### src/rtl/ysyx_23060111_mem_arbiter_if.sv
// rtl/ysyx_23060111_mem_arbiter_if.sv - bus bundle between IFU/LSU requesters, the arbiter and the memory port
//
// Purpose: groups every handshake and data signal of the shared memory
//    arbiter so that one connection carries the IFU port, the LSU port and
//    the memory port.
// Modports:
//    slave  - arbiter view: takes IFU/LSU requests, returns responses,
//             drives the memory address/write signals, reads mem_rdata.
//    master - environment view: requesters plus the memory model.
// Signals:
//    ifu_req_valid/ifu_req_ready/ifu_addr        IFU read request
//    ifu_resp_valid/ifu_resp_ready/ifu_rdata     IFU read response
//    lsu_req_valid/lsu_req_ready/lsu_addr        LSU request
//    lsu_wen/lsu_wdata/lsu_wmask                 LSU write payload
//    lsu_resp_valid/lsu_resp_ready/lsu_rdata     LSU response (0 on write ack)
//    mem_raddr/mem_rdata                         memory read port
//    mem_waddr/mem_wdata/mem_wmask/mem_wen       memory write port

interface ysyx_23060111_mem_arbiter_if;
   logic        ifu_req_valid;
   logic        ifu_req_ready;
   logic [31:0] ifu_addr;
   logic        ifu_resp_valid;
   logic        ifu_resp_ready;
   logic [31:0] ifu_rdata;

   logic        lsu_req_valid;
   logic        lsu_req_ready;
   logic [31:0] lsu_addr;
   logic        lsu_wen;
   logic [31:0] lsu_wdata;
   logic [31:0] lsu_wmask;
   logic        lsu_resp_valid;
   logic        lsu_resp_ready;
   logic [31:0] lsu_rdata;

   logic [31:0] mem_raddr;
   logic [31:0] mem_rdata;
   logic [31:0] mem_waddr;
   logic [31:0] mem_wdata;
   logic [31:0] mem_wmask;
   logic        mem_wen;

   modport slave (
      input  ifu_req_valid, ifu_addr, ifu_resp_ready,
      input  lsu_req_valid, lsu_addr, lsu_wen, lsu_wdata, lsu_wmask, lsu_resp_ready,
      input  mem_rdata,
      output ifu_req_ready, ifu_resp_valid, ifu_rdata,
      output lsu_req_ready, lsu_resp_valid, lsu_rdata,
      output mem_raddr, mem_waddr, mem_wdata, mem_wmask, mem_wen
   );

   modport master (
      output ifu_req_valid, ifu_addr, ifu_resp_ready,
      output lsu_req_valid, lsu_addr, lsu_wen, lsu_wdata, lsu_wmask, lsu_resp_ready,
      output mem_rdata,
      input  ifu_req_ready, ifu_resp_valid, ifu_rdata,
      input  lsu_req_ready, lsu_resp_valid, lsu_rdata,
      input  mem_raddr, mem_waddr, mem_wdata, mem_wmask, mem_wen
   );
endinterface

### src/rtl/ysyx_23060111_mem_arbiter.sv
// rtl/ysyx_23060111_mem_arbiter.sv - round-robin IFU/LSU arbiter for the single shared memory port
//
// Purpose: shares one memory port between the instruction fetch unit
//    (read-only) and the load/store unit (read/write). One transaction is in
//    flight at a time; each access spends LATENCY cycles in WAIT to model a
//    slow memory, then holds its response until the owner consumes it.
// Parameters:
//    LATENCY  cycles spent in WAIT per access, 1..15
// Ports:
//    clk   system clock
//    rst   asynchronous reset, active-high; aborts any access in flight
//    bus   ysyx_23060111_mem_arbiter_if.slave: IFU port, LSU port, memory port

module ysyx_23060111_mem_arbiter #(
   parameter int unsigned LATENCY = 1
) (
   input logic                         clk,
   input logic                         rst,
   ysyx_23060111_mem_arbiter_if.slave  bus
);

   typedef enum logic [1:0] {
      S_IDLE = 2'd0,
      S_WAIT = 2'd1,
      S_RESP = 2'd2
   } state_t;

   localparam logic       SEL_IFU  = 1'b0;
   localparam logic       SEL_LSU  = 1'b1;
   localparam logic [3:0] CNT_INIT = 4'(LATENCY - 1);

   state_t      state;
   state_t      state_nxt;

   logic        last_grant;
   logic        owner;
   logic        grant;
   logic        req_any;

   logic [31:0] addr_q;
   logic        wen_q;
   logic [31:0] wdata_q;
   logic [31:0] wmask_q;
   logic [3:0]  cnt;
   logic [31:0] ifu_rdata_q;
   logic [31:0] lsu_rdata_q;

   logic        accept;
   logic        wait_done;
   logic        ifu_ready;
   logic        lsu_ready;
   logic        ifu_resp;
   logic        lsu_resp;
   logic        wen_pulse;

   // On a tie the requester that did not win last time is chosen; after
   // reset last_grant points at the LSU so the IFU wins the first tie.
   always_comb begin
      req_any = bus.ifu_req_valid | bus.lsu_req_valid;
      grant   = SEL_IFU;
      if (bus.ifu_req_valid && bus.lsu_req_valid) begin
         grant = ~last_grant;
      end else if (bus.lsu_req_valid) begin
         grant = SEL_LSU;
      end
   end

   always_ff @(posedge clk or posedge rst) begin
      if (rst) begin
         state <= S_IDLE;
      end else begin
         state <= state_nxt;
      end
   end

   always_comb begin
      state_nxt = state;
      ifu_ready = 1'b0;
      lsu_ready = 1'b0;
      ifu_resp  = 1'b0;
      lsu_resp  = 1'b0;
      wen_pulse = 1'b0;
      accept    = 1'b0;
      wait_done = 1'b0;
      case (state)
         S_IDLE: begin
            // ready is only raised towards a valid requester, so any
            // pending request is a completed handshake this cycle
            if (req_any) begin
               ifu_ready = (grant == SEL_IFU);
               lsu_ready = (grant == SEL_LSU);
               accept    = 1'b1;
               state_nxt = S_WAIT;
            end
         end
         S_WAIT: begin
            if (cnt == 4'd0) begin
               wait_done = 1'b1;
               wen_pulse = wen_q;
               state_nxt = S_RESP;
            end
         end
         S_RESP: begin
            if (owner == SEL_IFU) begin
               ifu_resp = 1'b1;
               if (bus.ifu_resp_ready) begin
                  state_nxt = S_IDLE;
               end
            end else begin
               lsu_resp = 1'b1;
               if (bus.lsu_resp_ready) begin
                  state_nxt = S_IDLE;
               end
            end
         end
         default: begin
            state_nxt = S_IDLE;
         end
      endcase
   end

   always_ff @(posedge clk or posedge rst) begin
      if (rst) begin
         last_grant  <= SEL_LSU;
         owner       <= SEL_IFU;
         addr_q      <= '0;
         wen_q       <= 1'b0;
         wdata_q     <= '0;
         wmask_q     <= '0;
         cnt         <= '0;
         ifu_rdata_q <= '0;
         lsu_rdata_q <= '0;
      end else begin
         if (accept) begin
            owner      <= grant;
            last_grant <= grant;
            cnt        <= CNT_INIT;
            if (grant == SEL_LSU) begin
               addr_q  <= bus.lsu_addr;
               wen_q   <= bus.lsu_wen;
               wdata_q <= bus.lsu_wdata;
               wmask_q <= bus.lsu_wmask;
            end else begin
               addr_q  <= bus.ifu_addr;
               wen_q   <= 1'b0;
               wdata_q <= '0;
               wmask_q <= '0;
            end
         end else if (state == S_WAIT && cnt != 4'd0) begin
            cnt <= cnt - 4'd1;
         end

         // Read data is sampled on the last WAIT cycle; a write ack
         // returns zero so the LSU never sees stale read data.
         if (wait_done) begin
            if (owner == SEL_IFU) begin
               ifu_rdata_q <= bus.mem_rdata;
            end else begin
               lsu_rdata_q <= wen_q ? 32'h0 : bus.mem_rdata;
            end
         end
      end
   end

   assign bus.ifu_req_ready  = ifu_ready;
   assign bus.lsu_req_ready  = lsu_ready;
   assign bus.ifu_resp_valid = ifu_resp;
   assign bus.lsu_resp_valid = lsu_resp;
   assign bus.ifu_rdata      = ifu_rdata_q;
   assign bus.lsu_rdata      = lsu_rdata_q;

   // The memory sees one shared address for both ports; the write commits
   // on the edge that ends the single cycle wen_pulse is high.
   assign bus.mem_raddr = addr_q;
   assign bus.mem_waddr = addr_q;
   assign bus.mem_wdata = wdata_q;
   assign bus.mem_wmask = wmask_q;
   assign bus.mem_wen   = wen_pulse;

endmodule
### src/flat_wrapper.sv
// flat-port wrapper written by rule: the top's interface ports become plain ports
module ysyx_23060111_mem_arbiter_flat 
#(
   parameter int unsigned LATENCY = 1
)
  (clk, rst, bus_ifu_req_valid, bus_ifu_addr, bus_ifu_resp_ready, bus_lsu_req_valid, bus_lsu_addr, bus_lsu_wen, bus_lsu_wdata, bus_lsu_wmask, bus_lsu_resp_ready, bus_mem_rdata, bus_ifu_req_ready, bus_ifu_resp_valid, bus_ifu_rdata, bus_lsu_req_ready, bus_lsu_resp_valid, bus_lsu_rdata, bus_mem_raddr, bus_mem_waddr, bus_mem_wdata, bus_mem_wmask, bus_mem_wen);
  ysyx_23060111_mem_arbiter_if bus_i ();
  input logic clk;
  input logic rst;
  input wire logic [$bits(bus_i.ifu_req_valid)-1:0] bus_ifu_req_valid;
  input wire logic [$bits(bus_i.ifu_addr)-1:0] bus_ifu_addr;
  input wire logic [$bits(bus_i.ifu_resp_ready)-1:0] bus_ifu_resp_ready;
  input wire logic [$bits(bus_i.lsu_req_valid)-1:0] bus_lsu_req_valid;
  input wire logic [$bits(bus_i.lsu_addr)-1:0] bus_lsu_addr;
  input wire logic [$bits(bus_i.lsu_wen)-1:0] bus_lsu_wen;
  input wire logic [$bits(bus_i.lsu_wdata)-1:0] bus_lsu_wdata;
  input wire logic [$bits(bus_i.lsu_wmask)-1:0] bus_lsu_wmask;
  input wire logic [$bits(bus_i.lsu_resp_ready)-1:0] bus_lsu_resp_ready;
  input wire logic [$bits(bus_i.mem_rdata)-1:0] bus_mem_rdata;
  output wire logic [$bits(bus_i.ifu_req_ready)-1:0] bus_ifu_req_ready;
  output wire logic [$bits(bus_i.ifu_resp_valid)-1:0] bus_ifu_resp_valid;
  output wire logic [$bits(bus_i.ifu_rdata)-1:0] bus_ifu_rdata;
  output wire logic [$bits(bus_i.lsu_req_ready)-1:0] bus_lsu_req_ready;
  output wire logic [$bits(bus_i.lsu_resp_valid)-1:0] bus_lsu_resp_valid;
  output wire logic [$bits(bus_i.lsu_rdata)-1:0] bus_lsu_rdata;
  output wire logic [$bits(bus_i.mem_raddr)-1:0] bus_mem_raddr;
  output wire logic [$bits(bus_i.mem_waddr)-1:0] bus_mem_waddr;
  output wire logic [$bits(bus_i.mem_wdata)-1:0] bus_mem_wdata;
  output wire logic [$bits(bus_i.mem_wmask)-1:0] bus_mem_wmask;
  output wire logic [$bits(bus_i.mem_wen)-1:0] bus_mem_wen;
  assign bus_i.ifu_req_valid = bus_ifu_req_valid;
  assign bus_i.ifu_addr = bus_ifu_addr;
  assign bus_i.ifu_resp_ready = bus_ifu_resp_ready;
  assign bus_i.lsu_req_valid = bus_lsu_req_valid;
  assign bus_i.lsu_addr = bus_lsu_addr;
  assign bus_i.lsu_wen = bus_lsu_wen;
  assign bus_i.lsu_wdata = bus_lsu_wdata;
  assign bus_i.lsu_wmask = bus_lsu_wmask;
  assign bus_i.lsu_resp_ready = bus_lsu_resp_ready;
  assign bus_i.mem_rdata = bus_mem_rdata;
  assign bus_ifu_req_ready = bus_i.ifu_req_ready;
  assign bus_ifu_resp_valid = bus_i.ifu_resp_valid;
  assign bus_ifu_rdata = bus_i.ifu_rdata;
  assign bus_lsu_req_ready = bus_i.lsu_req_ready;
  assign bus_lsu_resp_valid = bus_i.lsu_resp_valid;
  assign bus_lsu_rdata = bus_i.lsu_rdata;
  assign bus_mem_raddr = bus_i.mem_raddr;
  assign bus_mem_waddr = bus_i.mem_waddr;
  assign bus_mem_wdata = bus_i.mem_wdata;
  assign bus_mem_wmask = bus_i.mem_wmask;
  assign bus_mem_wen = bus_i.mem_wen;
  ysyx_23060111_mem_arbiter #(.LATENCY(LATENCY)) u_core (.clk(clk), .rst(rst), .bus(bus_i));
endmodule
### config.mk
export PLATFORM = sky130hd
export DESIGN_NAME = ysyx_23060111_mem_arbiter_flat
export DESIGN_NICKNAME = d
export VERILOG_FILES = /design/src/rtl/ysyx_23060111_mem_arbiter_if.sv /design/src/rtl/ysyx_23060111_mem_arbiter.sv /design/src/flat_wrapper.sv
export SDC_FILE = /design/constraint.sdc
export NUM_CORES = 1
export LEC_CHECK = 0
export BUFFER_PORTS_ARGS = -buffer_cell sky130_fd_sc_hd__buf_2
export CAP_MARGIN = 20
export CELL_PAD_IN_SITES_DETAIL_PLACEMENT = 1
export CELL_PAD_IN_SITES_GLOBAL_PLACEMENT = 2
export CORE_MARGIN = 2
export CORE_UTILIZATION = 29
export CTS_CLUSTER_DIAMETER = 60
export DETAILED_ROUTE_END_ITERATION = 6
export GPL_TIMING_DRIVEN = 0
export PLACE_DENSITY_LB_ADDON = 0.1
export SLEW_MARGIN = 20
export SYNTH_ARGS = -nofsm -noshare
export SYNTH_HDL_FRONTEND = slang
export SYNTH_SLANG_ARGS = --single-unit
export TNS_END_PERCENT = 30
### constraint.sdc
create_clock -name clk -period 6.2 [get_ports clk]
set_input_delay 0.31 -clock clk [delete_from_list [all_inputs] [get_ports clk]]
set_output_delay 0.31 -clock clk [all_outputs]
set_load 0.005 [all_outputs]
==> reports/results.ini, run 1 <==
[placement]
post-dp-hpwl_um=18100
dpl_cell_area_um2=9520
io_buffer_count=363
place_congestion=0.753
place_inst=1195

[detailed_routing]
wl_met3_um=1770
wl_per_cell_um=19.2
via_count=5704
finalWirelength_um=23600
firstDrtPassIters=4
via_per_inst=4.63
wl_met2_um=12000
routed.top_layer=met5
drc=0
postRouteAntennaNets=0
wl_met1_um=9460
drtIter0Drc=201

[sta]
fin_crit_sh_pct=37.8
worst_slew_pin_slew_ns=0.609
drv_slew=0
period_minus_slack_ns=2.34
fmax_mhz=427
fin_skew_ns=0.0186
hold_viol=0
slew_headroom_pct=59.4
finalSetupViolations=0
finalSetupTns_ns=0
rsz0062_at_grt=false

[floorplanning]
dieArea_um2=26300
core_area_um2=24500
rows=57
dieWidth_um=162
io_pins=364
start_util_pct=29.7
die-height_um=162

[cts]
clk_latency_ns=0.43
root_buffer=clkbuf_16
cts_resized=0
cts_tree=done
cts_sinks=169
cts-htree-levels=4
cts_buffers=17
clk_pin_slew_worst_paths_ns=0.08
cts_buffer_depth=2

[critical_path]
start_kind=flop
critPathRequiredTime_ns=5.89
crit_fanout=10
path_class=reg2out
setup.worst_path.start=u_core.state[1]$_DFFE_PP0P_
endpoint_kind=output pin
r2r_start=u_core.state[1]$_DFFE_PP0P_
arrival_ns=2.03

[synth]
synth_cell_type_count=31
ys_warn_count=0
yosysSeqAreaShare_pct=58.3
syn_area_um2=7260
syn_inst=507
ys_ff_latch=169
syn_nets=676
syn_avg_cell_area_um2=14.3

[cells_and_area]
finish.utilization_pct=41.3
drive_gt1_share_pct=57.6
multi_input_area_um2=2530
instances_no_fill=1231
seqCellArea_um2=4230
area_growth_pct=39.2
fillers=2726
layout_common_cells=buf_2, dfrtp_1, a22o_1, mux2_4, and3_1
design_area_um2=10100
layout_commonest_cell=buf_2
nets=1060

[power_and_ir_drop]
ir_drop_mv=0.211
p_leak_nw=5.57
powerDensity_nw_per_um2=513
power.total_w=0.00519

[flow_run]
drv_cap=0

[global_routing]
track_usage_pct=17.9
grt_pass1_vias=6204
grt_max_degree=96
antenna_found_initial=4
grt_pass1_wl_um=35900
overflow=0

[outcome]
outcome=finished clean

[min_path]
min_path_type=in2reg
hp-start=bus_lsu_wdata[26]

==> cell usage after synthesis, drive strengths merged <==
cell	count	share of area [%]
nand4	2	0.59
and2	2	0.17
a22o	65	7.8
nand3	1	0.069
mux2i	4	0.55
and3	34	2.9
mux2	64	13
a211o	1	0.12
o21ai	5	0.40
dfstp	1	0.36
and2b	1	0.12
inv	5	0.26
dfrtp	168	58
nand2	3	0.16
buf	54	5.9
clkbuf	15	0.78
a21boi	1	0.16
or2	2	0.17
or3b	1	0.12
nand2b	2	0.17
nor2	5	0.33
ha	2	0.34
nor2b	33	2.8
a21o	2	0.21
a221o	32	4.4
nor3	2	0.14
==> sequential cells by signal (all words and copies together) (netlist names) <==
signal                count
u_core.bus.mem_wmask     32
u_core.last_grant         1
u_core.wen_q              1
u_core.bus.mem_raddr     32
u_core.owner              1
u_core.bus.ifu_rdata     32
u_core.bus.lsu_rdata     32
u_core.bus.mem_wdata     32
u_core.cnt                4
u_core.state              2
==> metrics by stage <==
stage	worst slack, ns	hold WS (ns)
floorplan	1.32	0.442
global placement	-0.633	0.471
detailed placement	4.28	0.423
CTS	3.80	0.0630
global route	3.68	0.0667
finish	3.86	0.0870
==> routing by layer <==
| metal | vias to the layer above | global-route usage [%] |
|---|---|---|
| met5 | - | 0 |
| met4 | 2 | 5.27 |
| met3 | 25 | 6.44 |
| met2 | 214 | 30.7 |
| met1 | 2873 | 21.1 |
| li1 | 2590 | - |
==> report_power, final <==
| group | leakage (nW) | switching (W) | internal, W |
|---|---|---|---|
| sequential | 2.09 | 0.000335 | 0.00161 |
| clock | 0.281 | 0.000507 | 0.000536 |
| combinational | 3.20 | 0.000934 | 0.00127 |
| total | 5.57 | 0.00178 | 0.00341 |
==> path summary, 6_finish.rpt <==
kind | to | slack, ns | cells past startpoint
min reg2reg | u_core.bus.lsu_rdata[29]$_DFFE_PP0P_ | 0.49 | 1
max in group asynchronous | u_core.last_grant$_DFFE_PP1P_ | 4.81 | 4
max reg2reg | u_core.bus.mem_wdata[4]$_DFFE_PP0P_ | 4.31 | 4
min in group asynchronous | u_core.bus.mem_wmask[6]$_DFFE_PP0P_ | 0.47 | 3
min | u_core.bus.mem_wdata[26]$_DFFE_PP0P_ | 0.09 | 2
max | bus_lsu_req_ready | 3.86 | 5
==> worst max-delay path, cell delays in order, from the launching register on <==
cell and delay, ns:
dfrtp_1 0.47, nor2_2 0.36, and2_1 0.19, buf_2 0.16
buf_2 0.25, buf_2 0.18
==> cells by family after synthesis <==
| group | Yosys count | synth area share, % |
|---|---|---|
| muxes | 68 | 13.6 |
| buffers and inverters | 74 | 6.89 |
| and+or+nand+nor | 88 | 7.80 |
| DFF | 169 | 58.3 |
| adders and majority gates | 2 | 0.345 |
| AOI/OAI and AO/OA | 106 | 13.1 |
==> area by class of cell <==
type                       instances  area share, %
antenna                            3         0.0743
clock inverter                    15           1.45
timing repair buffer             365           18.3
tap                              324           4.01
clock buffer                      17           4.21
sequential                       169           41.8
multi-input combinational        264           25.0
inverter                           5          0.260
buffer                            69           4.77
==> repair_timing <==
| item | in CTS | in global routing |
|---|---|---|
| hold endpoints to repair | 74 | 0 |
| hold buffers | 1 | 0 |
| setup buffers | 0 | 0 |
Power figures use the tool's default switching activity.
==> run 2: changes to the inputs <==
- ABC_AREA: not set -> 1
- CORE_UTILIZATION: 29 -> 25
- clock period: 6.2 -> 2.3 ns (I/O delays scaled with it)
==> run 2 against run 1 <==
  * Routed wire length rose by 17%
  * Power increased to 2.8 times the previous value
  * Via count up 27%
  * Core utilization rose by 0.86 points
  * Synthesized cell count increased by 60%
  * Combinational power rose to 2.9 times the previous value
  * Highest routed layer unchanged
==> reports/results.ini, run 2 <==
[outcome]
outcome=finished clean

[cells_and_area]
design_area_um2=11700
fillers=3379
layout_common_cells=nand2_1, buf_2, dfrtp_1, dlygate4sd3_1, o21ai_0
area_growth_pct=66.3
layout_commonest_cell=nand2_1
nets=1532
drive_gt1_share_pct=34.9
finish.utilization_pct=42.2

[synth]
ys.flop_type=dfrtp_1
yosysSeqAreaShare_pct=60.2
synth_commonest_cells=nand2_1, dfrtp_1, o21ai_0, inv_1, nand3_1
syn_nets=979
ys_ff_latch=169
synth_most_common_cell=nand2_1
syn_avg_cell_area_um2=8.68
synth-edff-count=0
async_reset_ff_share_pct=100
synth.area.top_cells=dfrtp_1, nand2_1, o21ai_0, buf_4, nand3_1
ys_warn_count=0
synth_area_leader_cell=dfrtp_1
syn_area_um2=7030
synth_cell_type_count=26
syn_inst=810
synth.top_cell.area_share_pct=59.8

[detailed_routing]
drtIter0Drc=287
postRouteAntennaNets=0
wl_per_cell_um=15.8
via_per_inst=4.13
finalWirelength_um=27700
firstDrtPassIters=4
via_count=7259
drc=0

[sta]
fin_skew_ns=0.00999
worst_slew_pin_slew_ns=0.595
slew_headroom_pct=60.3
rsz0062_at_grt=false
drv_slew=0
hold_viol=0
finalSetupViolations=0
fmax_mhz=469
fin_hold_ws_ns=0.183
finalSetupTns_ns=0
period_minus_slack_ns=2.13
fin_crit_sh_pct=92.7

[placement]
place_congestion=0.730
post-dp-hpwl_um=20400
dpl_cell_area_um2=9480
io_buffer_count=363

[power_and_ir_drop]
ir_drop_mv=0.395
powerDensity_nw_per_um2=1250
p_leak_nw=6.56

[critical_path]
endpoint_kind=flop
start_kind=flop
crit_fanout=10
arrival_ns=2.49
critPathRequiredTime_ns=2.66
path_class=reg2reg

[global_routing]
antenna_found_initial=4
track_usage_pct=18.8
grt_max_degree=32
grt_pass1_vias=7664
overflow=0
grt_pass1_wl_um=42600

[floorplanning]
die-height_um=172
dieArea_um2=29500
dieWidth_um=172
core_area_um2=27700
start_util_pct=25.4
rows=61
io_pins=364

[cts]
cts_buffer_depth=2
cts_tree=done
cts_setup_buffers=0
clk_latency_ns=0.43
clk_pin_slew_worst_paths_ns=0.08
root_buffer=clkbuf_16
cts-htree-levels=4
cts_sinks=169
cts_buffers=17

[flow_run]
drv_cap=0

[min_path]
min_path_type=in2async

## run 2: cell types whose count changed after synthesis, moves of 8 or more
cell	before	now
mux2_4	60	0
a221o_1	32	0
and3_1	34	0
nand2_1	3	402
o21ai_0	4	60
a22o_1	65	0
o21ai_1	0	8
inv_1	5	43
nor2b_1	33	0
nand3_1	1	35
buf_6	12	1
buf_2	10	26
clkbuf_1	15	5
## run 2: cell families (layout without fill, tap and decap cells)
logic type / Yosys count / count (layout) / share of synthesized area (%)
AO/OA/AOI/OAI: 71 / 71 / 5.25
XOR/XNOR: 1 / 1 / 0.125
adder cells (fa/ha/maj): 2 / 2 / 0.356
buffers and inverters: 118 / 684 / 8.74
flip-flops: 169 / 169 / 60.2
other: 0 / 2 / 0
AND/OR/NAND/NOR: 449 / 449 / 25.3
## run 2: repair_timing
action	CTS	global route
endpoints found under the hold margin	240	0
gates resized for setup	0	0
hold buffers	164	0
## run 2: worst paths after layout
path,start,end,slack (ns),cells after the start
worst max-delay path,u_core.state[0]$_DFFE_PP0P_,u_core.bus.mem_raddr[14]$_DFFE_PP0P_,0.17,7
worst min-delay path,rst,u_core.bus.mem_wdata[4]$_DFFE_PP0P_,0.18,3
worst max register to register,u_core.state[0]$_DFFE_PP0P_,u_core.bus.mem_raddr[14]$_DFFE_PP0P_,0.17,7
worst min register to register,u_core.last_grant$_DFFE_PP1P_,u_core.last_grant$_DFFE_PP1P_,0.48,2
max in group asynchronous,rst,u_core.bus.lsu_rdata[10]$_DFFE_PP0P_,1.26,6
min in group clk,bus_ifu_req_valid,u_core.owner$_DFFE_PP0P_,0.34,5
## run 2: worst max-delay path, stage by stage, from the launching register on
cell           delay (ns)
dfrtp_1              0.42
nor2_2               0.17
o21ai_4              0.12
nor2_4               0.30
buf_2                0.32
nand2_1              0.09
nand3_1              0.10
dlygate4sd3_1        0.56
## run 2: routing by layer
layer | track usage (%) | share of wire, % | wire, um | vias to the layer above
met2 | 32.2 | 49 | 13500 | 238
met4 | 4.57 | 1.1 | 292 | 4
met1 | 23.2 | 42 | 11800 | 3426
li1 | - | - | - | 3570
met3 | 5.27 | 7.6 | 2110 | 21
met5 | 0 | 0.097 | 27 | -
## run 2: stage by stage
step	total power [W]	cells	setup WS, ns
CTS	0.0148	1754	0.110
global route	0.0159	1754	0.0106
detailed placement	0.0112	1558	0.599
floorplan	0.00816	810	0.0311
finish	0.0146	1756	0.169
global placement	0.0111	1551	-1.44
## run 2: final cells by class
| class | instances | area, um2 | share of cell area (%) |
|---|---|---|---|
| clock inverter | 15 | 138 | 1.18 |
| inverter | 47 | 180 | 1.54 |
| clock buffer | 17 | 425 | 3.64 |
| buffer | 71 | 438 | 3.75 |
| sequential | 169 | 4230 | 36.2 |
| multi-input combinational | 523 | 2180 | 18.7 |
| tap | 378 | 473 | 4.05 |
| timing repair buffer | 534 | 3610 | 30.9 |
| antenna | 2 | 5.00 | 0.0428 |
## run 2: report_power, final
group / switching (W) / total [W] / internal (W) / leakage (nW)
clock network: 0.00138 / 0.00281 / 0.00143 / 0.274
logic: 0.00326 / 0.00639 / 0.00313 / 4.15
registers: 0.000939 / 0.00540 / 0.00446 / 2.14
==> run 3: changes to the inputs <==
- PLACE_DENSITY: not set -> 0.89
- PLACE_DENSITY_LB_ADDON: 0.1 -> not set
==> run 3 against run 2 <==
  * Non-clock buffer count fell by 1
  * Clock skew decreased by 0.0014 ns
  * Clock-buffer cell count rose by 2
  * Final area is 0.26% lower
  * Register-to-register slack worse by 0.04 ns
  * Sequential share of layout area rose by 0.093 points
  * Setup slack got worse by 0.042 ns
  * Critical endpoint is now u_core.bus.mem_raddr[25]$_DFFE_PP0P_
  * Global-route usage is 1.3 points higher
  * Clock power hardly changed
==> reports/results.ini, run 3 (same netlist as run 2, synthesis figures left out) <==
[cts]
cts_buffer_depth=2
cts_sinks=169
clk_latency_ns=0.42
root_buffer=clkbuf_16
cts_setup_buffers=0
cts_buffers=17
clk_pin_slew_worst_paths_ns=0.07
cts_tree=done
cts-htree-levels=4

[critical_path]
r2r_start=u_core.last_grant$_DFFE_PP1P_
crit_fanout=10
arrival_ns=2.52
path_class=reg2reg
timing.rr.end=u_core.bus.mem_raddr[25]$_DFFE_PP0P_
endpoint_kind=flop
crit_chain=nand2_1 > nand2_1 > inv_1 > nor2_4 > clkbuf_4 > nand2_1 > nand3_1 > dlygate4sd3_1
start_kind=flop
critPathRequiredTime_ns=2.65
critPathMaxStageDelay_ns=0.55
cp_common_cell=nand2_1
r2r_cells=8
setup.worst_path.start=u_core.last_grant$_DFFE_PP1P_
cp_slowest_cell=dlygate4sd3_1
r2r_setup_slack_ns=0.13
endpoint=u_core.bus.mem_raddr[25]$_DFFE_PP0P_

[cells_and_area]
multi_input_area_um2=2180
layout_commonest_cell=nand2_1
area_growth_pct=65.9
layout_common_cells=nand2_1, buf_2, dfrtp_1, dlygate4sd3_1, o21ai_0
seqCellArea_um2=4230
fillers=3370
drive_gt1_share_pct=34.8
nets=1531

[placement]
io_buffer_count=363
dpl_worst_slack_ns=0.584
post-dp-hpwl_um=20500
place_congestion=0.752

[sta]
finalSetupViolations=0
fmax_mhz=460
worst_slew_pin_slew_ns=0.528
period_minus_slack_ns=2.17
fin_crit_sh_pct=94.5
finalSetupTns_ns=0
fin_skew_ns=0.00862
layout_setup_ws_ns=0.127
rsz0062_at_grt=true
hold_viol=0
slew_headroom_pct=64.8
drv_slew=0

[detailed_routing]
drtIter0Drc=343
via_count=7586
firstDrtPassIters=4
finalWirelength_um=29800
drc=0
postRouteAntennaNets=0
via_per_inst=4.32
wl_per_cell_um=17.0

[global_routing]
antenna_found_initial=1
overflow=0
grt_max_degree=32
grt_pass1_wl_um=45500
track_usage_pct=20.0
grt_pass1_vias=8324

[floorplanning]
core_area_um2=27700
io_pins=364
start_util_pct=25.4
rows=61
dieWidth_um=172
die-height_um=172
dieArea_um2=29500

[flow_run]
drv_cap=0

[power_and_ir_drop]
p_leak_nw=6.54
ir_drop_mv=0.478
powerDensity_nw_per_um2=1270
power.total_w=0.0148

[min_path]
min_path_type=in2async

[outcome]
outcome=finished clean

-- run 3: cell types whose count changed in the layout (fill, tap and decap cells not counted), moves of 2 or more --
| cell | before | now |
|---|---|---|
| buf_2 | 389 | 386 |
| clkbuf_4 | 0 | 3 |
| clkinv_2 | 3 | 1 |
| clkinv_4 | 1 | 3 |
| clkinv_8 | 2 | 0 |
-- run 3: layout make-up --
| cell class | instances | share of cell area [%] |
|---|---|---|
| repair buffers | 533 | 30.8 |
| well taps | 378 | 4.06 |
| inverters | 47 | 1.55 |
| multi-input cells | 523 | 18.7 |
| clock inverters | 13 | 0.955 |
| clock buffers | 19 | 3.80 |
| diodes | 1 | 0.0215 |
| flip-flops and latches | 169 | 36.3 |
| plain buffers | 71 | 3.83 |
-- run 3: through the flow --
| step | hold slack, ns | cells | utilization [%] | cell area, um2 |
|---|---|---|---|---|
| final | 0.275 | 1754 | 42.1 | 11700 |
| after global routing | 0.292 | 1754 | 42.1 | 11700 |
| after CTS | 0.247 | 1753 | 42.0 | 11600 |
| after detailed placement | 0.158 | 1557 | 34.1 | 9450 |
| after global placement | 0.310 | 1551 | 33.6 | 9320 |
| after floorplan | 0.225 | 810 | - | 7030 |
-- run 3: power breakdown --
group | internal (W) | total (W) | leakage [nW] | switching, W
Combinational | 0.00314 | 0.00656 | 4.14 | 0.00342
Sequential | 0.00446 | 0.00546 | 2.14 | 0.000995
Clock | 0.00145 | 0.00281 | 0.265 | 0.00136
-- run 3: how the worst min path moves through the flow --
stage / to / start / cells after the start
5_1_grt: u_core.bus.ifu_rdata[15]$_DFFE_PP0P_ / rst / 3
3_5_place_dp: u_core.bus.ifu_rdata[15]$_DFFE_PP0P_ / rst / 2
3_3_place_gp: u_core.bus.mem_wmask[3]$_DFFE_PP0P_ / bus_lsu_wmask[3] / 3
2_1_floorplan: u_core.bus.mem_wdata[0]$_DFFE_PP0P_ / bus_lsu_wdata[0] / 2
6_report: u_core.bus.lsu_rdata[11]$_DFFE_PP0P_ / rst / 3
4_1_cts: u_core.bus.ifu_rdata[15]$_DFFE_PP0P_ / rst / 3
-- run 3: routing by layer --
layer  track usage (%)  part of all wire (%)
met1              23.2                    40
met2              36.5                    51
met3              4.97                   7.1
met4              5.67                   1.8
met5                 0                     0
-- run 3: what timing repair did --
action,CTS,global route
endpoints found under the setup margin,0,14
hold buffers,164,0
hold endpoints to repair,178,0
gates resized for setup,0,6
-- run 3: critical path, delay by kind of cell, from the launching register on --
family	cells	cell delay, ns
flip-flops	1	0.54
AND/OR/NAND/NOR	5	0.59
buffers and inverters	3	0.97
